**src/rtl/riscv_mc_ctrl_pkg.sv**
```systemverilog
// Shared RV32I definitions for the multi-cycle controller: instruction layout,
// opcode constants, FSM/select enums and the instruction classes the decoder produces.
package riscv_mc_ctrl_pkg;

    localparam int XLEN = 32;

    typedef struct packed {
        logic [6:0] funct7;
        logic [4:0] rs2;
        logic [4:0] rs1;
        logic [2:0] funct3;
        logic [4:0] rd;
        logic [6:0] opcode;
    } instruction_t;

    localparam logic [6:0] OPCODE_OP     = 7'b0110011;
    localparam logic [6:0] OPCODE_IMM    = 7'b0010011;
    localparam logic [6:0] OPCODE_LUI    = 7'b0110111;
    localparam logic [6:0] OPCODE_AUIPC  = 7'b0010111;
    localparam logic [6:0] OPCODE_LOAD   = 7'b0000011;
    localparam logic [6:0] OPCODE_STORE  = 7'b0100011;
    localparam logic [6:0] OPCODE_BRANCH = 7'b1100011;
    localparam logic [6:0] OPCODE_JAL    = 7'b1101111;
    localparam logic [6:0] OPCODE_JALR   = 7'b1100111;
    localparam logic [6:0] OPCODE_SYSTEM = 7'b1110011;

    // ECALL and EBREAK share OPCODE_SYSTEM and funct3=0; only the I-immediate differs.
    localparam logic [2:0]  FUNCT3_PRIV    = 3'b000;
    localparam logic [11:0] FUNCT12_ECALL  = 12'd0;
    localparam logic [11:0] FUNCT12_EBREAK = 12'd1;

    typedef enum logic [2:0] {
        ST_FETCH  = 3'd0,
        ST_DECODE = 3'd1,
        ST_EXEC   = 3'd2,
        ST_MEM    = 3'd3,
        ST_WB     = 3'd4,
        ST_HALT   = 3'd5
    } ctrl_state_t;

    typedef enum logic [1:0] {
        PC_PLUS4  = 2'd0,
        PC_BRANCH = 2'd1,
        PC_JALR   = 2'd2
    } pc_sel_t;

    typedef enum logic [1:0] {
        WB_ALU   = 2'd0,
        WB_LOAD  = 2'd1,
        WB_PC4   = 2'd2,
        WB_UIMM  = 2'd3
    } wb_sel_t;

    typedef enum logic [3:0] {
        CLS_OP      = 4'd0,
        CLS_IMM     = 4'd1,
        CLS_LUI     = 4'd2,
        CLS_AUIPC   = 4'd3,
        CLS_LOAD    = 4'd4,
        CLS_STORE   = 4'd5,
        CLS_BRANCH  = 4'd6,
        CLS_JAL     = 4'd7,
        CLS_JALR    = 4'd8,
        CLS_ECALL   = 4'd9,
        CLS_EBREAK  = 4'd10,
        CLS_ILLEGAL = 4'd11
    } instr_class_t;

    function automatic logic [11:0] sys_funct12(input instruction_t instr);
        return {instr.funct7, instr.rs2};
    endfunction

    function automatic wb_sel_t wb_sel_for(input instr_class_t cls);
        case (cls)
            CLS_LOAD:          return WB_LOAD;
            CLS_JAL, CLS_JALR: return WB_PC4;
            CLS_LUI:           return WB_UIMM;
            default:           return WB_ALU;
        endcase
    endfunction

    function automatic pc_sel_t wb_pc_sel_for(input instr_class_t cls);
        case (cls)
            CLS_JAL:  return PC_BRANCH;
            CLS_JALR: return PC_JALR;
            default:  return PC_PLUS4;
        endcase
    endfunction

endpackage

```
**src/rtl/riscv_mc_ctrl_if.sv**
```systemverilog
// Instruction- and data-memory request/ready handshakes between the controller
// (master) and the memory ports (slave).
interface riscv_mc_ctrl_if;

    logic imem_req;
    logic imem_ready;
    logic dmem_req;
    logic dmem_we;
    logic dmem_ready;

    modport master (
        output imem_req,
        output dmem_req,
        output dmem_we,
        input  imem_ready,
        input  dmem_ready
    );

    modport slave (
        input  imem_req,
        input  dmem_req,
        input  dmem_we,
        output imem_ready,
        output dmem_ready
    );

endinterface

```
**src/rtl/riscv_mc_ctrl_op_decode.sv**
```systemverilog
// Combinational opcode classifier: maps the IR contents to an instruction class
// and flags anything outside the supported RV32I subset as illegal.
module riscv_op_decode
    import riscv_mc_ctrl_pkg::*;
(
    input  instruction_t i_instr,
    output instr_class_t o_class,
    output logic         o_legal
);

    logic [11:0] w_funct12;
    logic        w_unused;

    assign w_funct12 = sys_funct12(i_instr);
    assign w_unused  = ^{i_instr.rd, i_instr.rs1};

    // SYSTEM is only legal as the exact ECALL/EBREAK encodings; CSR ops are not supported.
    always_comb begin
        o_class = CLS_ILLEGAL;
        case (i_instr.opcode)
            OPCODE_OP:     o_class = CLS_OP;
            OPCODE_IMM:    o_class = CLS_IMM;
            OPCODE_LUI:    o_class = CLS_LUI;
            OPCODE_AUIPC:  o_class = CLS_AUIPC;
            OPCODE_LOAD:   o_class = CLS_LOAD;
            OPCODE_STORE:  o_class = CLS_STORE;
            OPCODE_BRANCH: o_class = CLS_BRANCH;
            OPCODE_JAL:    o_class = CLS_JAL;
            OPCODE_JALR:   o_class = CLS_JALR;
            OPCODE_SYSTEM: begin
                if (i_instr.funct3 == FUNCT3_PRIV && w_funct12 == FUNCT12_ECALL) begin
                    o_class = CLS_ECALL;
                end else if (i_instr.funct3 == FUNCT3_PRIV && w_funct12 == FUNCT12_EBREAK) begin
                    o_class = CLS_EBREAK;
                end else begin
                    o_class = CLS_ILLEGAL;
                end
            end
            default:       o_class = CLS_ILLEGAL;
        endcase
    end

    assign o_legal = (o_class != CLS_ILLEGAL);

endmodule

```
**src/rtl/riscv_mc_ctrl.sv**
```systemverilog
// Multi-cycle RV32I control FSM: sequences fetch/decode/execute/memory/writeback,
// drives the memory handshakes and datapath strobes, and halts on ECALL/EBREAK/illegal.
module riscv_mc_ctrl
    import riscv_mc_ctrl_pkg::*;
(
    input  logic                   clk,
    input  logic                   rst,
    input  instruction_t           i_instr,
    input  logic                   i_branch_taken,
    riscv_mc_ctrl_if.master        mem,
    output logic                   o_ir_we,
    output logic                   o_pc_we,
    output logic                   o_rf_we,
    output logic [1:0]             o_pc_sel,
    output logic [1:0]             o_wb_sel,
    output logic                   o_alu_a_sel,
    output logic                   o_alu_b_sel,
    output logic                   o_halted,
    output logic                   o_illegal,
    output logic [2:0]             o_state
);

    ctrl_state_t  r_state;
    ctrl_state_t  w_next_state;
    logic         r_illegal;
    instr_class_t w_class;
    logic         w_legal;
    pc_sel_t      w_pc_sel;
    wb_sel_t      w_wb_sel;

    riscv_op_decode u_op_decode (
        .i_instr (i_instr),
        .o_class (w_class),
        .o_legal (w_legal)
    );

    always_ff @(posedge clk) begin
        if (rst) begin
            r_state <= ST_FETCH;
        end else begin
            r_state <= w_next_state;
        end
    end

    // The illegal flag is captured on the DECODE->HALT transition and held until reset.
    always_ff @(posedge clk) begin
        if (rst) begin
            r_illegal <= 1'b0;
        end else if (r_state == ST_DECODE && !w_legal) begin
            r_illegal <= 1'b1;
        end
    end

    always_comb begin
        w_next_state = r_state;
        case (r_state)
            ST_FETCH: begin
                if (mem.imem_ready) begin
                    w_next_state = ST_DECODE;
                end
            end
            ST_DECODE: begin
                case (w_class)
                    CLS_ECALL, CLS_EBREAK, CLS_ILLEGAL: w_next_state = ST_HALT;
                    default:                            w_next_state = ST_EXEC;
                endcase
            end
            ST_EXEC: begin
                case (w_class)
                    CLS_LOAD, CLS_STORE: w_next_state = ST_MEM;
                    CLS_BRANCH:          w_next_state = ST_FETCH;
                    default:             w_next_state = ST_WB;
                endcase
            end
            ST_MEM: begin
                if (mem.dmem_ready) begin
                    w_next_state = (w_class == CLS_STORE) ? ST_FETCH : ST_WB;
                end
            end
            ST_WB:   w_next_state = ST_FETCH;
            ST_HALT: w_next_state = ST_HALT;
            default: w_next_state = ST_FETCH;
        endcase
    end

    // Reset forces every output low immediately, so a held rst also withdraws open requests.
    always_comb begin
        mem.imem_req = 1'b0;
        mem.dmem_req = 1'b0;
        mem.dmem_we  = 1'b0;
        o_ir_we      = 1'b0;
        o_pc_we      = 1'b0;
        o_rf_we      = 1'b0;
        w_pc_sel     = PC_PLUS4;
        w_wb_sel     = WB_ALU;
        o_alu_a_sel  = 1'b0;
        o_alu_b_sel  = 1'b0;
        if (!rst) begin
            case (r_state)
                ST_FETCH: begin
                    mem.imem_req = 1'b1;
                    o_ir_we      = mem.imem_ready;
                end
                ST_EXEC: begin
                    case (w_class)
                        CLS_IMM: begin
                            o_alu_b_sel = 1'b1;
                        end
                        CLS_AUIPC: begin
                            o_alu_a_sel = 1'b1;
                            o_alu_b_sel = 1'b1;
                        end
                        CLS_LOAD, CLS_STORE: begin
                            o_alu_b_sel = 1'b1;
                        end
                        CLS_BRANCH: begin
                            o_pc_we  = 1'b1;
                            w_pc_sel = i_branch_taken ? PC_BRANCH : PC_PLUS4;
                        end
                        default: begin
                            o_alu_a_sel = 1'b0;
                        end
                    endcase
                end
                ST_MEM: begin
                    mem.dmem_req = 1'b1;
                    mem.dmem_we  = (w_class == CLS_STORE);
                    o_pc_we      = mem.dmem_ready && (w_class == CLS_STORE);
                end
                ST_WB: begin
                    o_rf_we  = 1'b1;
                    o_pc_we  = 1'b1;
                    w_wb_sel = wb_sel_for(w_class);
                    w_pc_sel = wb_pc_sel_for(w_class);
                end
                default: begin
                    o_ir_we = 1'b0;
                end
            endcase
        end
    end

    assign o_pc_sel  = w_pc_sel;
    assign o_wb_sel  = w_wb_sel;
    assign o_halted  = !rst && (r_state == ST_HALT);
    assign o_illegal = !rst && r_illegal;
    assign o_state   = rst ? ST_FETCH : r_state;

endmodule
```
**src/flat_wrapper.sv**
```systemverilog
// flat-port wrapper written by rule: the top's interface ports become plain ports
module riscv_mc_ctrl_flat import riscv_mc_ctrl_pkg::*;
  (clk, rst, i_instr, i_branch_taken, o_ir_we, o_pc_we, o_rf_we, o_pc_sel, o_wb_sel, o_alu_a_sel, o_alu_b_sel, o_halted, o_illegal, o_state, mem_imem_req, mem_dmem_req, mem_dmem_we, mem_imem_ready, mem_dmem_ready);
  riscv_mc_ctrl_if mem_i ();
  input  logic clk;
  input  logic rst;
  input  instruction_t i_instr;
  input  logic i_branch_taken;
  output logic o_ir_we;
  output logic o_pc_we;
  output logic o_rf_we;
  output logic [1:0] o_pc_sel;
  output logic [1:0] o_wb_sel;
  output logic o_alu_a_sel;
  output logic o_alu_b_sel;
  output logic o_halted;
  output logic o_illegal;
  output logic [2:0] o_state;
  output wire logic [$bits(mem_i.imem_req)-1:0] mem_imem_req;
  output wire logic [$bits(mem_i.dmem_req)-1:0] mem_dmem_req;
  output wire logic [$bits(mem_i.dmem_we)-1:0] mem_dmem_we;
  input wire logic [$bits(mem_i.imem_ready)-1:0] mem_imem_ready;
  input wire logic [$bits(mem_i.dmem_ready)-1:0] mem_dmem_ready;
  assign mem_imem_req = mem_i.imem_req;
  assign mem_dmem_req = mem_i.dmem_req;
  assign mem_dmem_we = mem_i.dmem_we;
  assign mem_i.imem_ready = mem_imem_ready;
  assign mem_i.dmem_ready = mem_dmem_ready;
  riscv_mc_ctrl u_core (.clk(clk), .rst(rst), .i_instr(i_instr), .i_branch_taken(i_branch_taken), .mem(mem_i), .o_ir_we(o_ir_we), .o_pc_we(o_pc_we), .o_rf_we(o_rf_we), .o_pc_sel(o_pc_sel), .o_wb_sel(o_wb_sel), .o_alu_a_sel(o_alu_a_sel), .o_alu_b_sel(o_alu_b_sel), .o_halted(o_halted), .o_illegal(o_illegal), .o_state(o_state));
endmodule
```
**config.mk**
```make
export PLATFORM = sky130hd
export DESIGN_NAME = riscv_mc_ctrl_flat
export DESIGN_NICKNAME = d
export VERILOG_FILES = /design/src/rtl/riscv_mc_ctrl_pkg.sv /design/src/rtl/riscv_mc_ctrl_if.sv /design/src/rtl/riscv_mc_ctrl_op_decode.sv /design/src/rtl/riscv_mc_ctrl.sv /design/src/flat_wrapper.sv
export SDC_FILE = /design/constraint.sdc
export NUM_CORES = 1
export LEC_CHECK = 0
export BUFFER_PORTS_ARGS = -buffer_cell sky130_fd_sc_hd__buf_2
export CORE_MARGIN = 3
export CORE_UTILIZATION = 42
export DETAILED_ROUTE_END_ITERATION = 10
export HOLD_SLACK_MARGIN = 0.06
export PLACE_DENSITY = 0.84
export RECOVER_POWER = 50
export SYNTH_ARGS = -nofsm -noshare
export SYNTH_HDL_FRONTEND = slang
export SYNTH_SLANG_ARGS = --single-unit
```
**constraint.sdc**
```tcl
create_clock -name clk -period 4.7 [get_ports clk]
set_input_delay 0.705 -clock clk [delete_from_list [all_inputs] [get_ports clk]]
set_output_delay 0.705 -clock clk [all_outputs]
set_load 0.01 [all_outputs]
```
# Word-level counts from Yosys, hierarchy flattened
# Cells that the tools add are included.
[totals] elab_cells=85 ff_bits=4 inputBits=37
[classes] n_reduce_logical=16 mux=37 eq_ne=30
[op_table] op="4-bit one-hot mux with 10 select lines" count=1
[op_table] op="7-bit equality test (second input constant)" count=4
[op_table] op="7-bit by 6-bit equality test with 1-bit output (second input constant)" count=3
[op_table] op="1-bit two-way mux" count=20
[op_table] op="4-bit by 3-bit equality test with 1-bit output (second input constant)" count=4
[op_table] op="4-bit equality test (second input constant)" count=4
[op_table] op="3-bit two-way mux" count=5
[op_table] op="3-bit one-hot mux with 5 select lines" count=1
[op_table] op="7-bit by 5-bit equality test with 1-bit output (second input constant)" count=2
[op_table] op="12-bit by 1-bit equality test with 1-bit output (second input constant)" count=1
[op_table] op="12-bit logical NOT" count=1
[op_table] op="2-bit two-way mux" count=5
[op_table] op="4-bit by 2-bit equality test with 1-bit output (second input constant)" count=2
[op_table] op="2-bit one-hot mux with 2 select lines" count=2
[op_table] op="7-bit by 2-bit equality test with 1-bit output (second input constant)" count=1
[op_table] op="3-bit by 2-bit equality test with 1-bit output (second input constant)" count=2
[op_table] op="3-bit equality test (second input constant)" count=2
[op_table] op="1-bit logical AND" count=6
[op_table] op="3-bit logical NOT" count=2
[op_table] op="2-bit one-hot mux with 3 select lines" count=1
[op_table] op="3-bit one-hot mux with 2 select lines" count=1
[op_table] op="4-bit by 1-bit equality test with 1-bit output (second input constant)" count=1
[op_table] op="2-bit inequality test (second input constant)" count=2
[op_table] op="4-bit inequality test (second input constant)" count=1
[op_table] op="other kinds (7)" count=9

# Logic depth before layout (Yosys ltp)
# Gate-level depths: netlist of run 1.
[logic_depth] ltp_word=10 mapped_depth=7 mapped_depth_nobuf=6

# By module
# Synthesis of run 1 repeated with hierarchy kept, for this count alone.
[hier_totals] hier_cells=120 area_unflattened_um2=869.6
[by_module_without_submodules] mod="riscv_mc_ctrl" area_per_inst_um2=544.3 instances=1 seq_area_each_um2=80.1 cells_each=71
[by_module_without_submodules] mod="riscv_op_decode" area_per_inst_um2=325.3 instances=1 seq_area_each_um2=0.0 cells_each=49

# Least setup slack after synthesis of run 1
# Ideal clock, no wire load.
[synth_path] kind="input to output" start="in i_instr[6] in the netlist's numbering" end="out o_wb_sel[1]" arrival_ns=1.965 cell_stages=7 t_required_ns=3.995 setup_slack_ns=2.030 path_cell_list="buf_2 -> or3b_1 -> a21oi_1 -> a221oi_2 -> nor3_1 -> nand3_1 -> a21oi_1"
[synth_between] elab_chain_cells=7 word_cells_on_any_way=19 classes_between="eq/ne (14); mux (4); reduce/logical (1)"
[synth_rtl] item="start: declaration" line="flat_wrapper.sv:7" text="input instruction_t i_instr;"
[synth_rtl] item="7-bit equality test, or another cell as far along" line="riscv_mc_ctrl_op_decode.sv:20" text="case (i_instr.opcode)"
[synth_rtl] item="4-bit one-hot mux with 10 select lines *" line="riscv_mc_ctrl_op_decode.sv:20"
[synth_rtl] item="4-bit by 3-bit equality test with 1-bit output or 4-bit equality test (tied branches)" line="riscv_mc_ctrl_pkg.sv:74" text="case (cls)"
[synth_rtl] item="2-bit OR reduction" line="riscv_mc_ctrl_pkg.sv:74"
[synth_rtl] item="2-bit one-hot mux with 3 select lines *" line="riscv_mc_ctrl_pkg.sv:74"
[synth_rtl] item="2-bit two-way mux *" line="riscv_mc_ctrl.sv:99" text="case (r_state)"
[synth_rtl] item="2-bit two-way mux *" line="riscv_mc_ctrl.sv:98" text="if (!rst) begin"
[synth_rtl] item="end: declaration" line="flat_wrapper.sv:13" text="output logic [1:0] o_wb_sel;"
# Mark *: on every way between the ends. The rest lies on a longest branch, timed or not.

# Worst setup path in the final report of run 1
[layout_path] start="in i_instr[6] in the netlist's numbering" end="out o_alu_a_sel"
[layout_between] elab_chain_cells=6 word_cells_on_any_way=15 classes_between="eq/ne (11); mux (4)"
[layout_rtl] item="7-bit equality test, or another cell as far along" line="riscv_mc_ctrl_op_decode.sv:20"
[layout_rtl] item="4-bit one-hot mux with 10 select lines *" line="riscv_mc_ctrl_op_decode.sv:20"
[layout_rtl] item="4-bit by 2-bit equality test with 1-bit output *" line="riscv_mc_ctrl.sv:105" text="case (w_class)"
[layout_rtl] item="1-bit two-way mux *" line="riscv_mc_ctrl.sv:105"
[layout_rtl] item="1-bit two-way mux *" line="riscv_mc_ctrl.sv:99"
[layout_rtl] item="1-bit two-way mux *" line="riscv_mc_ctrl.sv:98"
[layout_rtl] item="end: declaration" line="flat_wrapper.sv:14" text="output logic o_alu_a_sel;"
# Marked as above.

==> results of run 1 <==
## sequential cells by signal, indices dropped and copies added (netlist names)
name	count
u_core.r_state	3
u_core.r_illegal	1
## synth_stat cells, drive strengths merged (2+ instances only)
| cell type | count | area (sq um) |
|---|---|---|
| nor2 | 10 | 40.04 |
| nand2 | 7 | 26.28 |
| o21ai | 5 | 25.02 |
| or3 | 4 | 25.02 |
| nor2b | 5 | 31.28 |
| nand4 | 3 | 18.77 |
| or2 | 2 | 12.52 |
| nor3 | 6 | 30.03 |
| nand2b | 4 | 27.53 |
| clkbuf | 4 | 16.26 |
| and2 | 2 | 12.51 |
| buf | 2 | 10.01 |
| dfxtp | 4 | 80.08 |
| nor4 | 8 | 65.06 |
| a211oi | 2 | 20.02 |
| and3 | 3 | 18.77 |
| nand3 | 5 | 25.02 |
| inv | 7 | 26.28 |
| a21oi | 9 | 45.04 |
## cells by family after synthesis
| kind of cell | synth area share, % |
|---|---|
| flops | 11.51 |
| simple gates | 53.06 |
| compound gates | 27.88 |
| buf+inv | 7.554 |
## metal layers
| metal | share of wire [%] | up-vias | global-route usage, % |
|---|---|---|---|
| met5 | 0 | - | 0 |
| li1 | - | 485 | - |
| met3 | 9.7 | 0 | 4.297 |
| met1 | 40 | 422 | 24.66 |
| met4 | 0 | 0 | 3.867 |
| met2 | 50 | 49 | 39.01 |
## per-stage QoR
step	hold WS (ns)	instances
after floorplan	0.6227	107
after global placement	0.5637	160
after detailed placement	0.5656	160
after CTS	0.5769	163
after global routing	0.6289	163
final	0.5766	163
## critical path, cell delays in order
cell	delay (ns)
clkbuf_1	0.28
nand3_1	0.18
nor4_4	0.28
a22oi_1	0.17
or3_1	0.37
a211oi_2	0.16
buf_2	0.16
## layout make-up
class                           instances  area share [%]
Multi-Input combinational cell         90           61.10
Timing Repair Buffer                   43           22.60
Sequential cell                         4           8.767
Inverter                                7           2.877
Clock buffer                            3           2.466
Tap cell                               16           2.192
## power groups by stage
stage | registers [mW] | clock network [mW] | logic, mW
after floorplan | 0.0385 | 0 | 0.0364
after global placement | 0.0409 | 0 | 0.0533
after detailed placement | 0.0409 | 0 | 0.0553
after CTS | 0.0405 | 0.0430 | 0.0555
after global routing | 0.0411 | 0.0463 | 0.0614
final | 0.0406 | 0.0412 | 0.0545
## worst paths after layout
kind                                                       end  slack (ns)  cells after the start
worst min-delay path             u_core.r_illegal$_SDFFE_PP0P_        0.58                      2
worst max-delay path                               o_alu_a_sel        1.69                      7
worst max register to register  u_core.r_state[1]$_SDFFE_PP0P_        3.11                      6
worst min register to register   u_core.r_illegal$_SDFFE_PP0P_        0.58                      2
## cells in the final DEF (no fill, tap or decap), types with 4 or more instances in the layout
master | Yosys | routed
buf_2 | 2 | 36
nor2_1 | 9 | 9
a21oi_1 | 9 | 9
inv_1 | 7 | 7
nand2_1 | 7 | 7
nor4_1 | 7 | 7
clkbuf_1 | 3 | 7
nor3_1 | 6 | 6
nor2b_1 | 5 | 5
nand3_1 | 5 | 5
o21ai_0 | 5 | 5
or3_1 | 4 | 4
dfxtp_1 | 4 | 4
==> out/qor.txt, run 1 <==
RSZ-0062 raised after global routing = false
CTS root buf = clkbuf_4
Clk buf depth = 2
Status = complete, no violations
CP Data Required Time = 3.99 ns
Vias per cell = 5.865
IO Pins = 54
Initial antenna violation count = 0
Static leakage power = 0.4307 nW
Reg-to-reg critical path startpoint = u_core.r_state[0]$_SDFFE_PP0P_
Final period utilization = 63.99%
Fmax achieved = 332.5 MHz
First-iteration detailed-routing DRC count = 22
Routed WL per cell = 12.93 um
H-tree levels = 1
DRC Markers = 0
Fin. max-slew vios = 0
First-pass GRT wire length = 3436 um
Sequential power share = 29.8%
Synthesis Warnings = 0
Max FO, Critical Path = 10
Initial Utilization = 45.13%
Final WS setup = 1.692 ns
Number of synthesized flops with an enable pin = 0
Clk_skew = 0.004296 ns
Cell area after layout = 913.4 sq um
VDD IR max = 0.1008 mV
Final Util = 59.25%
Synth Net Count = 144
Area growth syn-to-layout = 31.30%
Placer Congestion = 0.8955
Area occupied by registers = 80.08 sq um
Clock sinks = 4
Core Region = 1541 sq um
Total grt overflow = 0
# Post-CTS Setup Buffers = 0
Async S/R FF share, synth = 0%
Antenna viol nets, final = 0
Slew HR = 74.47%
Worst hold path class = flip-flop to flip-flop
Drt pass-1 iters = 6
CP Launch Point = i_instr[6]
Post-synthesis sequential area ratio = 11.51%
Largest net degree at the start of global routing = 13
WL final = 2108 um
CTS tree = built
Final Hold Viols = 0
Worst Path Class, Setup = input port to output port
Power Internal = 88.49 uW
Die area = 2181 sq um
Hold buffers post-CTS = 0
Synth cell types = 40
All-Layer GR Usage = 20.95%
Crit. End Element = output port
Sum of negative setup slack = 0 ns
CTS Buf Count = 3
Hold path startpoint = u_core.r_illegal$_SDFFE_PP0P_
Syn Inst Count = 107
Ys flop type = dfxtp_1
Clock power frac = 30.2%
Syn Std Cell Area = 695.7 sq um
Port Buffers = 43
Pwr Density = 149.2 nW/um^2
Placed Area = 904.6 sq um
DIE HEIGHT = 46.70 um
Combinational power share = 40.0%
Post-Syn Area per Cell = 6.502 sq um
Filler cells = 175
Power Total = 136.3 uW
Register bit total from synthesis = 4
Kind of start point of the critical path = input port
Area of the multi-input gates = 558.0 sq um
Maxcap violations = 0
Arrival time worst endpoint = 2.30 ns
Worst skew pair latency = 0.23 ns
Net count, final = 186
Sw Share = 35.08%
Vias = 956
Finish-stage setup viols = 0
Worst Tran Pin Value = 0.3806 ns
CTS clk-pin slew, worst paths = 0.03 ns
Chip width = 46.70 um
Setup WS pre-CTS = 1.772 ns
Row Count = 14
Layout cells sized above 1 = 31.97%
Antenna Cells = 0
Resized Gates After CTS = 0
Vias in the first global route = 864
DPL Wire Length = 1765 um
Final min period = 3.008 ns
Sw Pwr = 47.81 uW
Power figures use the tool's default switching activity.
==> run 2: changes to the inputs <==
Settings changed: CORE_UTILIZATION 42 to 35, PLACE_DENSITY 0.84 to 0.75.
Clock period 4.7 ns to 2.7 ns, I/O delays scaled along.
==> run 2 against run 1 <==
Net effect:
- final cell count increased by 5.5%
- power is 77% higher
- setup slack worse by 1.5 ns
- register-to-register slack got worse by 2.0 ns
- sequential share of layout area fell by 0.060 points
- clock skew about the same
- sequential cell count is the same
- wire length is 3.0% higher
- sequential power increased by 73%
- count of clock-buffer cells in the layout stayed put
- first-iteration DRC count increased by 14%
- critical endpoint is now o_wb_sel[0]
==> out/qor.txt, run 2 (synthesized netlist as in run 1, its figures left out) <==
Power Internal = 154.1 uW (was 88.49 uW)
Worst Path Class, Setup = input port to output port (unchanged)
Slew HR = 64.95% (was 74.47%)
VDD IR max = 0.1467 mV (was 0.1008 mV)
Arrival time worst endpoint = 2.08 ns (was 2.30 ns)
Resized Gates After CTS = 0 (unchanged)
Most frequent cells in the layout = buf_2, nor2_1, a21oi_1 (unchanged)
Core Region = 1802 sq um (was 1541 sq um)
IO Pins = 54 (unchanged)
Area growth syn-to-layout = 32.19% (was 31.30%)
CTS tree = built (unchanged)
Placed Area = 915.9 sq um (was 904.6 sq um)
Area of the multi-input gates = 553.0 sq um (was 558.0 sq um)
First-pass GRT wire length = 3594 um (was 3436 um)
Worst hold path class = flip-flop to flip-flop (unchanged)
Initial Utilization = 38.61% (was 45.13%)
Sequential power share = 29.2% (was 29.8%)
Area occupied by registers = 80.08 sq um (unchanged)
Max FO, Critical Path = 3 (was 10)
Fin. max-slew vios = 0 (unchanged)
Kind of start point of the critical path = input port (unchanged)
Pwr Density = 261.6 nW/um^2 (was 149.2 nW/um^2)
Maxcap violations = 0 (unchanged)
Cell area after layout = 919.6 sq um (was 913.4 sq um)
Final min period = 2.482 ns
Filler cells = 198 (was 175)
Routed WL per cell = 12.62 um (was 12.93 um)
Commonest non-fill, non-tap cell in the layout = buf_2 (unchanged)
Sw Share = 35.96% (was 35.08%)
Drt pass-1 iters = 4 (was 6)
Power Total = 240.6 uW (was 136.3 uW)
CTS Buf Count = 3 (unchanged)
H-tree levels = 1 (unchanged)
CP Data Required Time = 2.30 ns (was 3.99 ns)
CTS clk-pin slew, worst paths = 0.04 ns (was 0.03 ns)
Clock sinks = 4 (unchanged)
DIE HEIGHT = 50.58 um (was 46.70 um)
Largest registers = u_core.r_state: 3 flops, u_core.r_illegal: 1 flops (unchanged)
All-Layer GR Usage = 17.86% (was 20.95%)
Antenna viol nets, final = 0 (unchanged)
Initial antenna violation count = 0 (unchanged)
Finish-stage setup viols = 0 (unchanged)
CTS root buf = clkbuf_4 (unchanged)
Fmax achieved = 403.0 MHz
Static leakage power = 0.4227 nW (was 0.4307 nW)
RSZ-0062 raised after global routing = false (unchanged)
First-iteration detailed-routing DRC count = 25 (was 22)
Status = complete, no violations (unchanged)
Final period utilization = 91.91%
Largest register FFs = 3 (unchanged)
Layout cells sized above 1 = 31.29% (was 31.97%)
Hold buffers post-CTS = 0 (unchanged)
Hold slack = 0.5796 ns (was 0.5766 ns)
Post-Layout Cell Count = 172 (was 163)
Port Buffers = 43 (unchanged)
Vias = 962 (was 956)
Placer Congestion = 0.8682 (was 0.8955)
Clk buf depth = 2 (unchanged)
Antenna Cells = 0 (unchanged)
Largest net degree at the start of global routing = 13 (unchanged)
Vias in the first global route = 905 (was 864)
Net count, final = 186 (unchanged)
Total grt overflow = 0 (unchanged)
WL final = 2171 um (was 2108 um)
Worst Tran Pin Value = 0.5257 ns (was 0.3806 ns)
Sum of negative setup slack = 0 ns (unchanged)
Vias per cell = 5.593 (was 5.865)
Largest Register = u_core.r_state (unchanged)
DRC Markers = 0 (unchanged)
Chip width = 50.58 um (was 46.70 um)
DPL Wire Length = 1799 um (was 1765 um)
Combinational power share = 39.3% (was 40.0%)
# Post-CTS Setup Buffers = 0 (unchanged)
Crit. End Element = output port (unchanged)
Clk_skew = 0.004022 ns (was 0.004296 ns)
Final Hold Viols = 0 (unchanged)
Placed cells = 169 (was 160)
Die area = 2558 sq um (was 2181 sq um)
Worst skew pair latency = 0.24 ns (was 0.23 ns)
Sw Pwr = 86.52 uW (was 47.81 uW)
Clock power frac = 31.5% (was 30.2%)
Row Count = 15 (was 14)
## run 2: layout make-up
cell class,count,share of cell area (%)
Tap cell,25,3.401
Timing Repair Buffer,43,22.45
Sequential cell,4,8.707
Multi-Input combinational cell,90,60.14
Inverter,7,2.857
Clock buffer,3,2.449
## run 2: final timing paths
check | from | cells after the start | to | slack, ns
max | i_instr[12] | 7 | o_wb_sel[0] | 0.22
min | u_core.r_illegal$_SDFFE_PP0P_ | 2 | u_core.r_illegal$_SDFFE_PP0P_ | 0.58
max reg2reg | u_core.r_state[1]$_SDFFE_PP0P_ | 6 | u_core.r_state[1]$_SDFFE_PP0P_ | 1.14
min reg2reg | u_core.r_illegal$_SDFFE_PP0P_ | 2 | u_core.r_illegal$_SDFFE_PP0P_ | 0.58
## run 2: critical path, cell delays in order
cell and delay (ns):
buf_2 0.09, nor4_1 0.39, nand4_1 0.16, a221oi_1 0.52
nor3_1 0.12, o2111a_1 0.24, buf_2 0.13
## run 2: layer usage
metal	wire, um	part of all wire [%]	global-route usage [%]	vias to the layer above
met5	0	0	0	-
met4	31	1.4	7.623	0
met3	198	9.1	4.748	4
met2	1031	47	31.52	48
met1	909	42	19.93	432
li1	-	-	-	478
## run 2: power by group through the flow
stage	registers [mW]	clock network [mW]	logic (mW)
detailed placement	0.0711	0	0.0967
global placement	0.0711	0	0.0935
floorplan	0.0670	0	0.0633
finish	0.0702	0.0758	0.0945
global route	0.0711	0.0871	0.106
CTS	0.0701	0.0784	0.0970
## run 2: through the flow
step | setup slack, ns | util, %
after CTS | 0.3309 | 52.08
after global placement | 0.4112 | 50.83
after floorplan | 0.6299 | -
after detailed placement | 0.3398 | 50.83
after global routing | 0.1468 | 51.04
final | 0.2185 | 51.04
==> run 3: changes to the inputs <==
Settings changed: CELL_PAD_IN_SITES_DETAIL_PLACEMENT from default to 0, CELL_PAD_IN_SITES_GLOBAL_PLACEMENT from default to 2, CORE_UTILIZATION 35 to 16, PLACE_DENSITY 0.75 to default, PLACE_DENSITY_LB_ADDON from default to 0.1.
==> run 3 against run 2 <==
Net effect:
- sequential share of layout area decreased by 0.50 points
- clock skew decreased by 0.0037 ns
- largest cell class unchanged
- count of clock-buffer cells in the layout unchanged
- sequential cell count unchanged
- final area increased by 6.1%
==> out/qor.txt, run 3 (synthesized netlist as in run 1, its figures left out) <==
Vias = 914 (was 962)
Reg-to-reg endpoint = u_core.r_state[1]$_SDFFE_PP0P_ (unchanged)
Worst hold path class = flip-flop to flip-flop (unchanged)
Vias per cell = 4.640 (was 5.593)
Initial antenna violation count = 0 (unchanged)
Row Count = 23 (was 15)
Fin. max-slew vios = 0 (unchanged)
Antenna viol nets, final = 0 (unchanged)
Worst Path Class, Setup = input port to output port (unchanged)
Antenna Cells = 0 (unchanged)
Area growth syn-to-layout = 40.29% (was 32.19%)
Slew HR = 74.51% (was 64.95%)
First-iteration detailed-routing DRC count = 26 (was 25)
Kind of start point of the critical path = input port (unchanged)
CTS root buf = clkbuf_8 (was clkbuf_4)
Layout cells sized above 1 = 31.97% (was 31.29%)
Sw Pwr = 93.45 uW (was 86.52 uW)
Total grt overflow = 0 (unchanged)
Clock sinks = 4 (unchanged)
R2R depth = 6 (unchanged)
Arrival time worst endpoint = 1.99 ns (was 2.08 ns)
Clk_skew = 0.0002786 ns (was 0.004022 ns)
Worst Hold End = u_core.r_illegal$_SDFFE_PP0P_ (unchanged)
Largest Register = u_core.r_state (unchanged)
Reg-to-reg critical path startpoint = u_core.r_state[0]$_SDFFE_PP0P_ (was u_core.r_state[1]$_SDFFE_PP0P_)
Sw Share = 31.88% (was 35.96%)
CP Data Required Time = 2.30 ns (about the same)
Chip width = 71.94 um (was 50.58 um)
Vias in the first global route = 951 (was 905)
Largest register FFs = 3 (unchanged)
Maxcap violations = 0 (unchanged)
IO Pins = 54 (unchanged)
Largest registers = u_core.r_state: 3 flops, u_core.r_illegal: 1 flops (unchanged)
Sum of negative setup slack = 0 ns (unchanged)
R2r setup slk = 1.12 ns (was 1.14 ns)
# Post-CTS Setup Buffers = 0 (unchanged)
Static leakage power = 0.4321 nW (was 0.4227 nW)
WL final = 2645 um (was 2171 um)
Resized Gates After CTS = 0 (unchanged)
Largest net degree at the start of global routing = 13 (unchanged)
Commonest non-fill, non-tap cell in the layout = buf_2 (unchanged)
Most frequent cells in the layout = buf_2, nor2_1, a21oi_1 (unchanged)
Worst skew pair latency = 0.22 ns (was 0.24 ns)
DRC Markers = 0 (unchanged)
Routed WL per cell = 13.43 um (was 12.62 um)
Crit. End Element = output port (unchanged)
Clock power frac = 42.7% (was 31.5%)
Hold path startpoint = u_core.r_illegal$_SDFFE_PP0P_ (unchanged)
Max FO, Critical Path = 8 (was 3)
Status = complete, no violations (unchanged)
Fmax achieved = 418.3 MHz (was 403.0 MHz)
All-Layer GR Usage = 10.34% (was 17.86%)
Drt pass-1 iters = 4 (unchanged)
CTS clk-pin slew, worst paths = 0.03 ns (was 0.04 ns)
CTS tree = built (unchanged)
DPL Wire Length = 2189 um (was 1799 um)
Hold buffers post-CTS = 0 (unchanged)
Final period utilization = 88.53% (was 91.91%)
Initial Utilization = 17.02% (was 38.61%)
Cell area after layout = 975.9 sq um (was 919.6 sq um)
Sequential power share = 24.3% (was 29.2%)
Power Internal = 199.7 uW (was 154.1 uW)
Worst Tran Pin Value = 0.3796 ns (was 0.5257 ns)
Core Region = 4086 sq um (was 1802 sq um)
Min-Delay Path Depth = 2 (unchanged)
Final min period = 2.390 ns (was 2.482 ns)
Net count, final = 186 (unchanged)
H-tree levels = 1 (unchanged)
First-pass GRT wire length = 4367 um (was 3594 um)
Clk buf depth = 2 (unchanged)
Final Hold Viols = 0 (unchanged)
DIE HEIGHT = 71.94 um (was 50.58 um)
Pwr Density = 300.4 nW/um^2 (was 261.6 nW/um^2)
RSZ-0062 raised after global routing = false (unchanged)
VDD IR max = 0.1065 mV (was 0.1467 mV)
Filler cells = 491 (was 198)
Hold slack = 0.5793 ns (was 0.5796 ns)
Placer Congestion = 0.7402 (was 0.8682)
Combinational power share = 33.0% (was 39.3%)
Finish-stage setup viols = 0 (unchanged)
Die area = 5175 sq um (was 2558 sq um)
Port Buffers = 43 (unchanged)
CTS Buf Count = 3 (unchanged)
Placed Area = 947.2 sq um (was 915.9 sq um)
## run 3: through the flow
| stage | std cells | total power, mW | utilization (%) | worst slack, ns |
|---|---|---|---|---|
| 6_report | 197 | 0.2932 | 23.88 | 0.3096 |
| 5_1_grt | 197 | 0.3168 | 23.88 | 0.09599 |
| 4_1_cts | 197 | 0.3019 | 24.19 | 0.3075 |
| 3_5_place_dp | 194 | 0.1715 | 23.18 | 0.3189 |
| 3_3_place_gp | 194 | 0.1720 | 23.18 | 0.3053 |
| 2_1_floorplan | 107 | 0.1303 | - | 0.6299 |
## run 3: metal layers
metal	routed length [um]	GRT usage (%)
met5	0	0
met4	14	2.505
met3	174	1.801
met2	1117	16.84
met1	1338	14.19
## run 3: layout make-up
| class | count | area, sq um | share of cell area (%) |
|---|---|---|---|
| Clock buffer | 3 | 41.29 | 4.231 |
| Tap cell | 50 | 62.56 | 6.410 |
| Inverter | 7 | 26.28 | 2.692 |
| Sequential cell | 4 | 80.08 | 8.205 |
| Timing Repair Buffer | 43 | 206.4 | 21.15 |
| Multi-Input combinational cell | 90 | 559.3 | 57.31 |
## run 3: how the worst max path moves through the flow
stage                              startpoint     endpoint  slack (ns)
4_1_cts                            i_instr[4]  o_alu_a_sel        0.31
3_3_place_gp                       i_instr[4]  o_alu_a_sel        0.31
6_report                           i_instr[4]  o_alu_a_sel        0.31
3_5_place_dp                       i_instr[4]  o_alu_a_sel        0.32
5_1_grt        u_core.r_state[1]$_SDFFE_PP0P_  o_alu_a_sel         0.1
2_1_floorplan                      i_instr[6]  o_wb_sel[1]        0.63
## run 3: power by group through the flow
| stage | Sequential, mW | Combinational [mW] | Clock (mW) |
|---|---|---|---|
| finish | 0.0712 | 0.0968 | 0.125 |
| global route | 0.0726 | 0.110 | 0.134 |
| CTS | 0.0713 | 0.0996 | 0.131 |
| detailed placement | 0.0721 | 0.0993 | 0 |
| global placement | 0.0724 | 0.0996 | 0 |
| floorplan | 0.0670 | 0.0633 | 0 |
## run 3: worst max-delay path: stages
cell and delay (ns):
buf_2 0.14, nand2b_2 0.23, nor2_2 0.21, a22o_2 0.20, a22oi_2 0.10, or3_1 0.36, a211oi_2 0.17, buf_2 0.16
